$ cat src/rtl/memarb_pkg.sv
// Shared definitions for the memarb DDR request arbiter: bus widths and FSM encoding.
package memarb_pkg;

  localparam int MEM_AW   = 23;
  localparam int MEM_DW   = 32;
  localparam int MEM_LENW = 2;

  typedef enum logic [1:0] {
    IDLE = 2'd0,
    REQ  = 2'd1,
    DATA = 2'd2
  } state_t;

  // Round-robin pointer width; a single-port build still needs a 1-bit vector.
  function automatic int ptr_w(input int ports);
    return (ports > 1) ? $clog2(ports) : 1;
  endfunction

endpackage

$ cat src/rtl/memarb_if.sv
// Client-side and mem-side request bus of memarb, grouped for one port connection.
interface memarb_if
  import memarb_pkg::*;
#(
  parameter int PORTS = 2,
  parameter int AW    = MEM_AW,
  parameter int DW    = MEM_DW
);

  logic [PORTS-1:0]          creq;
  logic [PORTS-1:0]          cwr;
  logic [MEM_LENW*PORTS-1:0] clen;
  logic [AW*PORTS-1:0]       caddr;
  logic [DW*PORTS-1:0]       cwdata;
  logic [PORTS-1:0]          cack;
  logic [PORTS-1:0]          cready;

  logic                      mreq;
  logic                      mwr;
  logic [MEM_LENW-1:0]       mlen;
  logic [AW-1:0]             maddr;
  logic [DW-1:0]             mwdata;
  logic                      mack;
  logic                      mready;

  // Arbiter view.
  modport master (
    input  creq, cwr, clen, caddr, cwdata, mack, mready,
    output cack, cready, mreq, mwr, mlen, maddr, mwdata
  );

  // Clients plus memory controller view.
  modport slave (
    output creq, cwr, clen, caddr, cwdata, mack, mready,
    input  cack, cready, mreq, mwr, mlen, maddr, mwdata
  );

endinterface

$ cat src/rtl/memarb_pick.sv
// Combinational one-hot picker: lowest-index request at or after ptr, wrapping.
// With ptr tied to 0 it degenerates to fixed priority, port 0 highest.
module memarb_pick
  import memarb_pkg::*;
#(
  parameter int PORTS = 2,
  parameter int PW    = ptr_w(PORTS)
) (
  input  logic [PORTS-1:0] req,
  input  logic [PW-1:0]    ptr,
  output logic [PORTS-1:0] pick
);

  logic [2*PORTS-1:0] req_dbl;
  logic [PORTS-1:0]   rot;
  logic [PORTS-1:0]   rot_pick;
  logic [2*PORTS-1:0] back_dbl;

  // Rotate so ptr lands on bit 0, isolate the lowest set bit, rotate back.
  assign req_dbl  = {req, req} >> ptr;
  assign rot      = req_dbl[PORTS-1:0];
  assign rot_pick = rot & (-rot);
  assign back_dbl = {rot_pick, rot_pick} << ptr;
  assign pick     = back_dbl[2*PORTS-1:PORTS];

endmodule

$ cat src/rtl/memarb.sv
// memarb: N-client burst arbiter onto the single DDR controller request port.
// Define MEMARB_RR_EN for round-robin selection (default: fixed priority); SIM enables the protocol assertion.
module memarb
  import memarb_pkg::*;
#(
  parameter int PORTS = 2,
  parameter int AW    = MEM_AW,
  parameter int DW    = MEM_DW
) (
  input  logic             clk,
  input  logic             rstn,
  memarb_if.master         bus,
  output logic [PORTS-1:0] gnt
);

  localparam int PW = ptr_w(PORTS);

  state_t              state_reg, state_next;
  logic [PORTS-1:0]    gnt_reg, gnt_next;
  logic [MEM_LENW-1:0] beats_reg, beats_next;
  logic [PORTS-1:0]    pick;
  logic [PW-1:0]       pick_ptr;

  logic [AW-1:0]       addr_m  [PORTS];
  logic [DW-1:0]       wdata_m [PORTS];
  logic [MEM_LENW-1:0] len_m   [PORTS];
  logic [PORTS-1:0]    cack_v, cready_v;
  logic [AW-1:0]       maddr_sel;
  logic [DW-1:0]       mwdata_sel;
  logic [MEM_LENW-1:0] mlen_sel;

`ifdef MEMARB_RR_EN
  logic [PW-1:0] ptr_reg, ptr_next, pick_idx;

  always_comb begin
    pick_idx = '0;
    for (int i = 0; i < PORTS; i++)
      if (pick[i]) pick_idx = pick_idx | PW'(i);
  end

  // Next search starts one past the port just granted.
  always_comb begin
    ptr_next = ptr_reg;
    if (state_reg == IDLE && |bus.creq)
      ptr_next = (pick_idx == PW'(PORTS - 1)) ? '0 : pick_idx + PW'(1);
  end

  always_ff @(posedge clk or negedge rstn) begin
    if (!rstn) ptr_reg <= '0;
    else       ptr_reg <= ptr_next;
  end

  assign pick_ptr = ptr_reg;
`else
  assign pick_ptr = '0;
`endif

  memarb_pick #(.PORTS(PORTS), .PW(PW)) u_pick (
    .req  (bus.creq),
    .ptr  (pick_ptr),
    .pick (pick)
  );

  always_ff @(posedge clk or negedge rstn) begin
    if (!rstn) begin
      state_reg <= IDLE;
      gnt_reg   <= '0;
      beats_reg <= '0;
    end else begin
      state_reg <= state_next;
      gnt_reg   <= gnt_next;
      beats_reg <= beats_next;
    end
  end

  always_comb begin
    state_next = state_reg;
    gnt_next   = gnt_reg;
    beats_next = beats_reg;
    case (state_reg)
      IDLE: begin
        if (|bus.creq) begin
          gnt_next   = pick;
          state_next = REQ;
        end else begin
          gnt_next = '0;
        end
      end
      REQ: begin
        if (bus.mack) begin
          beats_next = mlen_sel;
          state_next = DATA;
        end
      end
      DATA: begin
        if (bus.mready) begin
          if (beats_reg == '0) begin
            state_next = IDLE;
            gnt_next   = '0;
          end else begin
            beats_next = beats_reg - MEM_LENW'(1);
          end
        end
      end
      default: begin
        state_next = IDLE;
        gnt_next   = '0;
      end
    endcase
  end

  // Per-port gating by the grant; strobes only pass in the matching phase.
  for (genvar gi = 0; gi < PORTS; gi++) begin : g_port
    assign addr_m[gi]   = bus.caddr[gi*AW +: AW] & {AW{gnt_reg[gi]}};
    assign wdata_m[gi]  = bus.cwdata[gi*DW +: DW] & {DW{gnt_reg[gi]}};
    assign len_m[gi]    = bus.clen[gi*MEM_LENW +: MEM_LENW] & {MEM_LENW{gnt_reg[gi]}};
    assign cack_v[gi]   = gnt_reg[gi] & bus.mack & (state_reg == REQ);
    assign cready_v[gi] = gnt_reg[gi] & bus.mready & (state_reg == DATA);
  end

  always_comb begin
    maddr_sel  = '0;
    mwdata_sel = '0;
    mlen_sel   = '0;
    for (int i = 0; i < PORTS; i++) begin
      maddr_sel  = maddr_sel | addr_m[i];
      mwdata_sel = mwdata_sel | wdata_m[i];
      mlen_sel   = mlen_sel | len_m[i];
    end
  end

  assign bus.mreq   = (state_reg == REQ);
  assign bus.mwr    = |(bus.cwr & gnt_reg);
  assign bus.mlen   = mlen_sel;
  assign bus.maddr  = maddr_sel;
  assign bus.mwdata = mwdata_sel;
  assign bus.cack   = cack_v;
  assign bus.cready = cready_v;
  assign gnt        = gnt_reg;

`ifdef SIM
  // A granted client must hold its request until it sees cack.
  a_creq_held: assert property (@(posedge clk) disable iff (!rstn)
    (state_reg == REQ) |-> |(bus.creq & gnt_reg));
`endif

endmodule

$ cat src/flat_wrapper.sv
// flat-port wrapper written by rule: the top's interface ports become plain ports
module memarb_flat import memarb_pkg::*;
#(
  parameter int PORTS = 2,
  parameter int AW    = MEM_AW,
  parameter int DW    = MEM_DW
)
  (clk, rstn, gnt, bus_creq, bus_cwr, bus_clen, bus_caddr, bus_cwdata, bus_mack, bus_mready, bus_cack, bus_cready, bus_mreq, bus_mwr, bus_mlen, bus_maddr, bus_mwdata);
  memarb_if #(.PORTS(PORTS), .AW(AW), .DW(DW)) bus_i ();
  input  logic clk;
  input  logic rstn;
  output logic [PORTS-1:0] gnt;
  input wire logic [$bits(bus_i.creq)-1:0] bus_creq;
  input wire logic [$bits(bus_i.cwr)-1:0] bus_cwr;
  input wire logic [$bits(bus_i.clen)-1:0] bus_clen;
  input wire logic [$bits(bus_i.caddr)-1:0] bus_caddr;
  input wire logic [$bits(bus_i.cwdata)-1:0] bus_cwdata;
  input wire logic [$bits(bus_i.mack)-1:0] bus_mack;
  input wire logic [$bits(bus_i.mready)-1:0] bus_mready;
  output wire logic [$bits(bus_i.cack)-1:0] bus_cack;
  output wire logic [$bits(bus_i.cready)-1:0] bus_cready;
  output wire logic [$bits(bus_i.mreq)-1:0] bus_mreq;
  output wire logic [$bits(bus_i.mwr)-1:0] bus_mwr;
  output wire logic [$bits(bus_i.mlen)-1:0] bus_mlen;
  output wire logic [$bits(bus_i.maddr)-1:0] bus_maddr;
  output wire logic [$bits(bus_i.mwdata)-1:0] bus_mwdata;
  assign bus_i.creq = bus_creq;
  assign bus_i.cwr = bus_cwr;
  assign bus_i.clen = bus_clen;
  assign bus_i.caddr = bus_caddr;
  assign bus_i.cwdata = bus_cwdata;
  assign bus_i.mack = bus_mack;
  assign bus_i.mready = bus_mready;
  assign bus_cack = bus_i.cack;
  assign bus_cready = bus_i.cready;
  assign bus_mreq = bus_i.mreq;
  assign bus_mwr = bus_i.mwr;
  assign bus_mlen = bus_i.mlen;
  assign bus_maddr = bus_i.maddr;
  assign bus_mwdata = bus_i.mwdata;
  memarb #(.PORTS(PORTS), .AW(AW), .DW(DW)) u_core (.clk(clk), .rstn(rstn), .bus(bus_i), .gnt(gnt));
endmodule
$ cat config.mk
export PLATFORM = sky130hd
export DESIGN_NAME = memarb_flat
export DESIGN_NICKNAME = d
export VERILOG_FILES = /design/src/rtl/memarb_pkg.sv /design/src/rtl/memarb_if.sv /design/src/rtl/memarb_pick.sv /design/src/rtl/memarb.sv /design/src/flat_wrapper.sv
export SDC_FILE = /design/constraint.sdc
export NUM_CORES = 1
export LEC_CHECK = 0
export ABC_AREA = 0
export BUFFER_PORTS_ARGS = -buffer_cell sky130_fd_sc_hd__clkbuf_2
export CORE_AREA = 2 2 72 74
export DETAILED_ROUTE_END_ITERATION = 7
export DIE_AREA = 0 0 74 76
export PLACE_DENSITY = 0.65
export SLEW_MARGIN = 20
export SYNTH_ARGS = -nofsm -noshare
export SYNTH_HDL_FRONTEND = slang
export SYNTH_SLANG_ARGS = --single-unit
$ cat constraint.sdc
create_clock -name clk -period 1.8 [get_ports clk]
set_input_delay 0.18 -clock clk [delete_from_list [all_inputs] [get_ports clk]]
set_output_delay 0.18 -clock clk [all_outputs]
set_load 0.1 [all_outputs]
# Word-level counts from Yosys, hierarchy flattened
# Index checks and enable logic that the tools add are counted.
[classes]
add_sub_neg = 2
multipliers = 0
n_div = 0
magnitude_cmp = 0
eq_ne = 7
shift = 0
n_mux = 11
bitwise_logic = 20
reduce_logical = 8
[op_table]
columns = ["cell", "count"]
rows = [
  ["$and A32 B32 Y32", 2],
  ["$and A23 B23 Y23", 2],
  ["$or A32 B32 Y32", 1],
  ["$or A23 B23 Y23", 1],
  ["$mux W2", 8],
  ["$pmux W2 S3", 2],
  ["$and A1 B1 Y1", 8],
  ["$and A2 B2 Y2", 4],
  ["$reduce_and A4 Y1", 2],
  ["$ne A2 B2 Y1 const B", 3],
  ["$logic_not A2 Y1", 2],
  ["$ne A2 B1 Y1 const B", 2],
  ["$pmux W2 S2", 1],
  ["$reduce_or A2 Y1", 2],
  ["$reduce_and A3 Y1", 1],
  ["$eq A2 B1 Y1 const B", 1],
  ["$eq A2 B2 Y1 const B", 1],
  ["$neg A2 Y2", 1],
  ["$or A2 B2 Y2", 1],
  ["$reduce_bool A2 Y1", 1],
  ["$sub A2 B1 Y2 const B", 1],
  ["$not A1 Y1", 1],
]
[totals]
ff_bits = 6
latchBits = 0
ramBits = 0
rom_bits = 0
mem_count = 0

# Longest topological paths before layout
# Gate-level depths: netlist (run 1).
[depth]
word_depth = 4
depth_mapped = 5
mapped_depth_nobuf = 5

# By module
# From an unflattened synthesis (run 1), not the netlist that was laid out.
[unflattened]
cells_unflattened = 109
area_unflattened_um2 = 937.1
[by_module_without_submodules]
columns = ["module", "n_inst", "cells_each", "area_each_um2", "seq_area_each_um2"]
rows = [
  ["memarb", 1, 106, 918.4, 150.1],
  ["memarb_pick", 1, 3, 18.8, 0.0],
]

# Least setup slack after synthesis (run 1)
# OpenSTA, ideal clock, no wires.
[synth_path]
kind = "register to output"
startpoint = "register u_core.gnt_reg[1], in the netlist u_core.gnt[1]"
endpoint = "output port bus_cack[1]"
arrival_time_ns = 2.360
setup_slack_ns = -0.740
path_stages_with_launch = 5
path_cell_list = "dfrtp_1 > buf_2 > buf_2 > buf_2 > and3_1"
[synth_between]
elab_chain_len = 2
[synth_rtl]
columns = ["item", "line_no", "text"]
rows = [
  ["start, declared", "memarb.sv:19", "logic [PORTS-1:0] gnt_reg, gnt_next;"],
  ["start signal, assigned", "memarb.sv:71", "gnt_reg <= gnt_next;"],
  ["$and A1 B1 Y1 (2 in series)", "memarb.sv:117", "assign cack_v[gi] = gnt_reg[gi] & bus.mack & (state_reg == REQ);"],
  ["end, declared", "flat_wrapper.sv:20", "output wire logic [$bits(bus_i.cack)-1:0] bus_cack;"],
]
# Every way passes these cells.

# Worst setup path after layout (run 1)
[layout_path]
startpoint = "register u_core.gnt_reg[1], in the netlist u_core.gnt[1]"
endpoint = "output port bus_mlen[0]"
[layout_between]
elab_chain_len = 2
[layout_rtl]
columns = ["item", "line_no", "text"]
rows = [
  ["$and A2 B2 Y2", "memarb.sv:116", "assign len_m[gi] = bus.clen[gi*MEM_LENW +: MEM_LENW] & {MEM_LENW{gnt_reg[gi]}};"],
  ["$or A2 B2 Y2", "memarb.sv:128", "mlen_sel = mlen_sel | len_m[i];"],
  ["end, declared", "flat_wrapper.sv:24", "output wire logic [$bits(bus_i.mlen)-1:0] bus_mlen;"],
]
# Every way passes these cells.

==> results of run 1 <==
[worst max-delay path by stage]
stage	startpoint	end	cells past startpoint
2_1_floorplan	u_core.gnt[1]	bus_maddr[15]	4
3_3_place_gp	u_core.state_reg[0]	u_core.beats_reg[1]	3
3_5_place_dp	u_core.gnt[1]	bus_mlen[0]	3
4_1_cts	u_core.gnt[1]	bus_mlen[0]	3
5_1_grt	u_core.gnt[1]	bus_mwdata[18]	3
6_report	u_core.gnt[1]	bus_mlen[0]	3
[area by class of cell]
type	count	area, µm²	area share
Multi-Input combinational cell	78	841	0.273
Clock buffer	4	45.0	0.0146
Sequential cell	6	158	0.0512
Timing Repair Buffer	191	1930	0.627
Inverter	5	18.8	0.00609
Tap cell	70	87.6	0.0284
[logic make-up (layout without fill, tap and decap cells)]
family,count (synthesis),after routing
mux,4,4
buf+inv,20,200
simple gates,9,9
compound gates,64,64
flops,6,6
fa+ha+maj,1,1
[per-layer routing]
metal,vias to the layer above,routed length [µm],track usage
li1,796,-,-
met3,8,469,0.0423
met4,0,73,0.0291
met5,-,0,0
met1,748,1770,0.174
met2,94,3030,0.371
[critical path: cells and delay by family, from the launching register on]
| family | cells | cell delay, ns |
|---|---|---|
| compound gates | 1 | 0.24 |
| buf+inv | 2 | 0.54 |
| flops | 1 | 0.50 |
[cells in the final DEF (no fill, tap or decap), types with 2 or more instances in the layout]
cell type,synthesis,final
and3_4,0,4
inv_1,5,5
clkbuf_2,0,122
dfrtp_1,6,4
a22o_2,1,50
clkbuf_8,0,3
a22o_4,0,9
buf_4,0,4
mux2_2,2,2
mux2i_1,2,2
buf_12,0,64
dfrtp_4,0,2
[metrics by stage]
stage | worst slack (ns) | hold WS, ns | cells
detailed placement | 0.324 | 0.0141 | 349
finish | 0.0987 | 0.214 | 354
floorplan | -0.0594 | -0.116 | 104
CTS | 0.0749 | 0.209 | 354
global route | 0.0445 | 0.235 | 354
global placement | 0.332 | 0.0140 | 349
==> results.ini, run 1 <==
[timing]
slew_headroom=0.642
period_needed_ns=1.70
maxSlewViolCount=0
hold_viol=0
final-setup-viol-count=0
fin_crit_sh=0.945
fin_tns_setup_ns=0
worst_slew_pin_slew_ns=0.540
clock_skew_ns=0.00301
fmax_mhz=588
rsz0062_at_grt=no

[floorplan]
std_cell_rows=26
die_y_um=76
ios=187
die_area_um2=5620
chipWidth_um=74
core-area_um2=4910
start_util=0.188

[synth]
yosysWarnings=0
synth_top_area_frac=0.560
ys_seq_area_frac=0.163
yosys.area_share.adder=0.0136
async_flop_share=1.00
synthMostInstantiatedCell=a22o_1
muxShareOfSynthArea=0.0461
synth_cells=104
synth_ff_type=dfrtp_1
yosys.area_share.simple=0.0637
synth_top_family_by_area=compound AO/OA/AOI/OAI gates
synth_xor_area_frac=0
synth_nets=227
syn_area_um2=923
synth_area_leaders=a22o_1 (56%), dfrtp_1 (16%), buf_2 (3.3%), clkbuf_1 (3.3%), mux2_2 (2.4%)
synth.distinct_cells=21
yosysTopAreaCell=a22o_1
synth_seq_cells=6
synth_edf_count=0
synth_compound_area_frac=0.617
syn_area_per_cell_um2=8.88
synth_commonest_cells=a22o_1 (59), clkbuf_1 (8), buf_2 (6), dfrtp_1 (6), inv_1 (5)

[routing]
drtAntennaViolNets=0
drtIter0Drc=53
wl_mm=5.35
dr.pass1.iters=4
wire_per_inst_um=15.1
viasPerCell=4.65
vias=1646
drc=0

[global_route]
grt_first_pass_wirelength_mm=8.16
grt_usage=0.180
overflow=0
grt_pass1_vias=1749
antenna_found_initial=0
grt_max_degree=31

[placement]
hpwl_mm=4.71
port_buffers=186
placed_cell_area_um2=3030
gp_congestion=0.751

[clocking]
cts_buffers=3
cts_resized=0
root_buffer=clkbuf_8
post_cts_buffers=0
cts.path.max_buffers=2
h-tree-depth=1
cts_hold_buf=1
clock_latency_ns=0.23
clkSlewWorstSetupHoldPaths_ns=0.04
cts.sink_count=6
cts_tree=done

[layout]
diodes=0
fin_util=0.627
fillers=392
final_layout_size_suffix_gt1_frac=0.930
area_delta_synth_final_pct=234
final_area_um2=3080
nets=408

[setup_path]
cp.arrival_ns=1.52
r2r_slack_ns=0.32
path_cells=buf_4 -> a22o_2 -> buf_12
r2r_cells=3
critPathCaptureType=output pin
cpMaxStageDelayCell=dfrtp_4
required_ns=1.62
worstReg2RegStart=u_core.state_reg[0]
cpPeakStageDelay_ns=0.50
worstSetupPathType=reg2out
timing.rr.end=u_core.beats_reg[1]
crit_path_max_fanout=30
critPathLaunchType=flop

[worst_hold_path]
worstHoldStart=bus_creq[0]
worstHoldEndpoint=u_core.gnt[0]
hold_path_class=in2reg
worstHoldPathCells=2

[outcome]
status=finished clean

[run]
drv_cap=0

Power of run 1 is left out: the tool's default activity adds up to more than one toggle a clock period on the data nets, which glitch-free logic cannot reach.
==> inputs of run 2 (changes only) <==
CAP_MARGIN = 20   (was unset)
PLACE_DENSITY = 0.7   (was 0.65)
==> run 2 against run 1 <==
Effect of this change: flip-flop and latch count stayed put; wire length is 0.19% higher; sequential share of layout area stayed put; largest cell class unchanged.
==> results.ini, run 2 (synthesis gave the netlist of run 1 again) <==
[outcome]
status=finished clean  ; unchanged

[timing]
clock_skew_ns=0.00245  ; was 0.00301 ns
fin_crit_sh=0.913  ; was 0.945
rsz0062_at_grt=no  ; unchanged
slew_headroom=0.642  ; about the same
maxSlewViolCount=0  ; unchanged
period_needed_ns=1.64  ; was 1.70 ns
final-setup-viol-count=0  ; unchanged
fmax_mhz=608  ; was 588 MHz
fin_tns_setup_ns=0  ; unchanged
hold_viol=0  ; unchanged
worst_slew_pin_slew_ns=0.540  ; about the same

[worst_hold_path]
worstHoldStart=bus_creq[0]  ; unchanged
worstHoldPathCells=2  ; unchanged
hold_path_class=in2reg  ; unchanged
worstHoldEndpoint=u_core.gnt[0]  ; unchanged

[global_route]
overflow=0  ; unchanged
grt_max_degree=33  ; was 31
antenna_found_initial=0  ; unchanged
grt_pass1_vias=1739  ; was 1749
grt_first_pass_wirelength_mm=8.26  ; was 8.16 mm
grt_usage=0.182  ; was 0.180

[clocking]
root_buffer=clkbuf_8  ; unchanged
post_cts_buffers=0  ; unchanged
clkSlewWorstSetupHoldPaths_ns=0.04  ; about the same
cts_hold_buf=1  ; unchanged
cts_tree=done  ; unchanged
cts_resized=0  ; unchanged
cts_buffers=3  ; unchanged
cts.sink_count=6  ; unchanged
cts.path.max_buffers=2  ; unchanged
clock_latency_ns=0.23  ; about the same
h-tree-depth=1  ; unchanged

[floorplan]
std_cell_rows=26  ; unchanged
start_util=0.188  ; unchanged
chipWidth_um=74  ; unchanged
die_y_um=76  ; unchanged
core-area_um2=4910  ; unchanged
die_area_um2=5620  ; unchanged
ios=187  ; unchanged

[routing]
drc=0  ; unchanged
vias=1646  ; unchanged
viasPerCell=4.65  ; unchanged
wl_mm=5.36  ; was 5.35 mm
drtAntennaViolNets=0  ; unchanged
wire_per_inst_um=15.1  ; about the same
drtIter0Drc=61  ; was 53
dr.pass1.iters=4  ; unchanged

[setup_path]
r2r_cells=3  ; unchanged
r2r_slack_ns=0.31  ; was 0.32 ns
cpPeakStageDelay_ns=0.41  ; was 0.50 ns
path_cells=buf_4 -> and3_4 -> buf_12  ; was buf_4 -> a22o_2 -> buf_12
cpMaxStageDelayCell=dfrtp_4  ; unchanged
timing.rr.end=u_core.beats_reg[1]  ; unchanged
required_ns=1.62  ; about the same
critPathLaunchType=flop  ; unchanged
worstSetupPathType=reg2out  ; unchanged
crit_path_max_fanout=32  ; was 30
cp.arrival_ns=1.46  ; was 1.52 ns
worstReg2RegStart=u_core.state_reg[0]  ; unchanged
critPathCaptureType=output pin  ; unchanged

[layout]
area_delta_synth_final_pct=234  ; unchanged
final_cell_mix=clkbuf_2 (122), buf_12 (64), a22o_2 (50)  ; unchanged
nets=408  ; unchanged
diodes=0  ; unchanged
final_layout_size_suffix_gt1_frac=0.930  ; unchanged
layout_commonest_cell=clkbuf_2  ; unchanged

[placement]
hpwl_mm=4.62  ; was 4.71 mm
port_buffers=186  ; unchanged
gp_congestion=0.811  ; was 0.751

[run]
drv_cap=0  ; unchanged

run 2: stage by stage:
step | instance area (µm²) | setup slack [ns] | instances | utilization | hold slack, ns
after floorplan | 1090 | -0.0594 | 104 | - | -0.116
after global placement | 3030 | 0.369 | 349 | 0.616 | 0.0136
after detailed placement | 3030 | 0.324 | 349 | 0.616 | 0.0154
after CTS | 3080 | 0.137 | 354 | 0.627 | 0.216
after global routing | 3080 | 0.104 | 354 | 0.627 | 0.242
final | 3080 | 0.156 | 354 | 0.627 | 0.226
run 2: how the worst max path moves through the flow:
stage                     slack [ns]           startpoint                  end  cells after the start
after floorplan                -0.06        u_core.gnt[1]        bus_maddr[15]                      4
after global placement          0.37  u_core.state_reg[0]  u_core.beats_reg[1]                      3
after detailed placement        0.32  u_core.state_reg[0]  u_core.beats_reg[1]                      3
after CTS                       0.14        u_core.gnt[1]        bus_cready[1]                      3
after global routing            0.10        u_core.gnt[1]        bus_cready[1]                      3
final                           0.16        u_core.gnt[1]        bus_cready[1]                      3
run 2: metal layers:
metal,vias to the layer above,routed length [µm],track usage
met5,-,0,0
met4,0,82,0.0545
met3,7,401,0.0198
met2,97,2930,0.350
met1,750,1940,0.200
li1,792,-,-
run 2: critical path: cells and delay by family, from the launching register on:
family / cells / cell delay (ns)
buffers and inverters: 2 / 0.51
DFF: 1 / 0.41
and+or+nand+nor: 1 / 0.28
run 2: area by class of cell:
class                      instances  area (µm²)
timing repair buffer             191        1930
fill                             369        1830
multi-input combinational         78         841
sequential                         6         158
tap                               70        87.6
clock buffer                       4        45.0
inverter                           5        18.8
Power of run 2 is left out for the same reason.
==> inputs of run 3 (changes only) <==
==> constraint.sdc (replaced) <==
create_clock -name clk -period 1.8 [get_ports clk]
set_input_delay 0 -clock clk [delete_from_list [all_inputs] [get_ports clk]]
set_output_delay 0 -clock clk [all_outputs]
set_load 0.1 [all_outputs]
==> run 3 against run 2 <==
Effect of this change: via count rose by 0.24%; wire length fell by 1.4%; utilization fell by 1.5 points; critical path type is now reg2reg; first-iteration DRC count fell by 30%; worst setup slack improved by 0.14 ns.
==> results.ini, run 3 (synthesis gave the netlist of run 1 again) <==
[clocking]
root_buffer=clkbuf_8  ; unchanged
clock_latency_ns=0.23  ; about the same
cts_buffers=3  ; unchanged
clkSlewWorstSetupHoldPaths_ns=0.04  ; about the same
cts.path.max_buffers=2  ; unchanged
cts_resized=0  ; unchanged
h-tree-depth=1  ; unchanged
cts_tree=done  ; unchanged
cts.sink_count=6  ; unchanged

[setup_path]
required_ns=1.90  ; was 1.62 ns
worstSetupPathType=reg2reg  ; was reg2out
critPathLaunchType=flop  ; unchanged
worstReg2RegStart=u_core.state_reg[0]  ; unchanged
worstSetupStartpoint=u_core.state_reg[0]  ; was u_core.gnt[1]
cp.arrival_ns=1.61  ; was 1.46 ns
crit_path_max_fanout=7  ; was 32
critPathCaptureType=flop  ; was output pin

[routing]
dr.pass1.iters=4  ; unchanged
vias=1650  ; was 1646
drtIter0Drc=43  ; was 61
viasPerCell=4.66  ; was 4.65
drtAntennaViolNets=0  ; unchanged
drc=0  ; unchanged
wire_per_inst_um=14.9  ; was 15.1 µm
wl_mm=5.28  ; was 5.36 mm

[worst_hold_path]
worstHoldStart=bus_creq[0]  ; unchanged
hold_path_class=in2reg  ; unchanged

[timing]
slew_headroom=0.637  ; was 0.642
period_needed_ns=1.51  ; was 1.64 ns
worst_hold_slack_ns=0.0408  ; was 0.226 ns
hold_viol=0  ; unchanged
fin_crit_sh=0.838  ; was 0.913
clock_skew_ns=0.00632  ; was 0.00245 ns
final-setup-viol-count=0  ; unchanged
maxSlewViolCount=0  ; unchanged
rsz0062_at_grt=no  ; unchanged
worst_slew_pin_slew_ns=0.546  ; was 0.540 ns
fmax_mhz=663  ; was 608 MHz

[floorplan]
chipWidth_um=74  ; unchanged
std_cell_rows=26  ; unchanged
start_util=0.188  ; unchanged
die_area_um2=5620  ; unchanged
core-area_um2=4910  ; unchanged
ios=187  ; unchanged
die_y_um=76  ; unchanged

[layout]
nets=408  ; unchanged
final_cell_mix=clkbuf_2 (122), buf_12 (64), a22o_2 (58)  ; was clkbuf_2 (122), buf_12 (64), a22o_2 (50)
layout_commonest_cell=clkbuf_2  ; unchanged
diodes=0  ; unchanged
final_layout_size_suffix_gt1_frac=0.930  ; unchanged
area_delta_synth_final_pct=226  ; was 234%

[placement]
hpwl_mm=4.51  ; was 4.62 mm
gp_congestion=0.681  ; was 0.811
port_buffers=186  ; unchanged

[global_route]
antenna_found_initial=0  ; unchanged
grt_max_degree=32  ; was 33
grt_first_pass_wirelength_mm=8.12  ; was 8.26 mm
grt_pass1_vias=1716  ; was 1739
grt_usage=0.179  ; was 0.182
overflow=0  ; unchanged

[outcome]
status=finished clean  ; unchanged

[run]
drv_cap=0  ; unchanged

## run 3: changes by cell type in the layout (fill, tap and decap cells not counted)
cell	change
a22o_2	+8
a22o_4	-8
and3_2	+2
and3_4	-2
dfrtp_2	+2
dfrtp_4	-2
## run 3: worst paths after layout
kind / slack, ns / depth (start not counted) / to
max in group asynchronous: 1.50 / 2 / u_core.gnt[1]
max: 0.29 / 3 / u_core.beats_reg[1]
min reg2reg: 0.49 / 1 / u_core.state_reg[0]
min in group asynchronous: 0.13 / 2 / u_core.state_reg[1]
min: 0.04 / 2 / u_core.gnt[0]
max reg2reg: 0.29 / 3 / u_core.beats_reg[1]
## run 3: cell type report
cell class              instances  area, µm²
fillers                       386       1900
flip-flops and latches          6        153
inverters                       5       18.8
multi-input cells              78        773
clock buffers                   4       45.0
repair buffers                191       1930
well taps                      70       87.6
## run 3: per-stage QoR
stage,utilization,std cells,worst slack (ns),cell area (µm²),setup TNS (ns)
CTS,0.613,354,0.302,3010,0
finish,0.613,354,0.292,3010,0
floorplan,-,104,-0.0432,1020,-0.0432
detailed placement,0.601,349,0.309,2950,0
global placement,0.601,349,0.386,2950,0
global route,0.613,354,0.237,3010,0
## run 3: timing repair
item	in CTS	in global routing
buffers inserted	0	0
hold buffers	1	0
endpoints found under the hold margin	6	0
## run 3: per-layer routing
| metal | part of all wire | up-vias | GRT usage |
|---|---|---|---|
| li1 | - | 790 | - |
| met4 | 0.017 | 0 | 0.0436 |
| met3 | 0.079 | 7 | 0.0331 |
| met2 | 0.53 | 96 | 0.334 |
| met5 | 0 | - | 0 |
| met1 | 0.37 | 757 | 0.203 |
## run 3: critical path, cell delays in order, from the launching register on
cell and delay (ns):
dfrtp_1 0.42, nor2b_2 0.33, mux2_2 0.38, mux2_2 0.26
Power of run 3 is left out for the same reason.
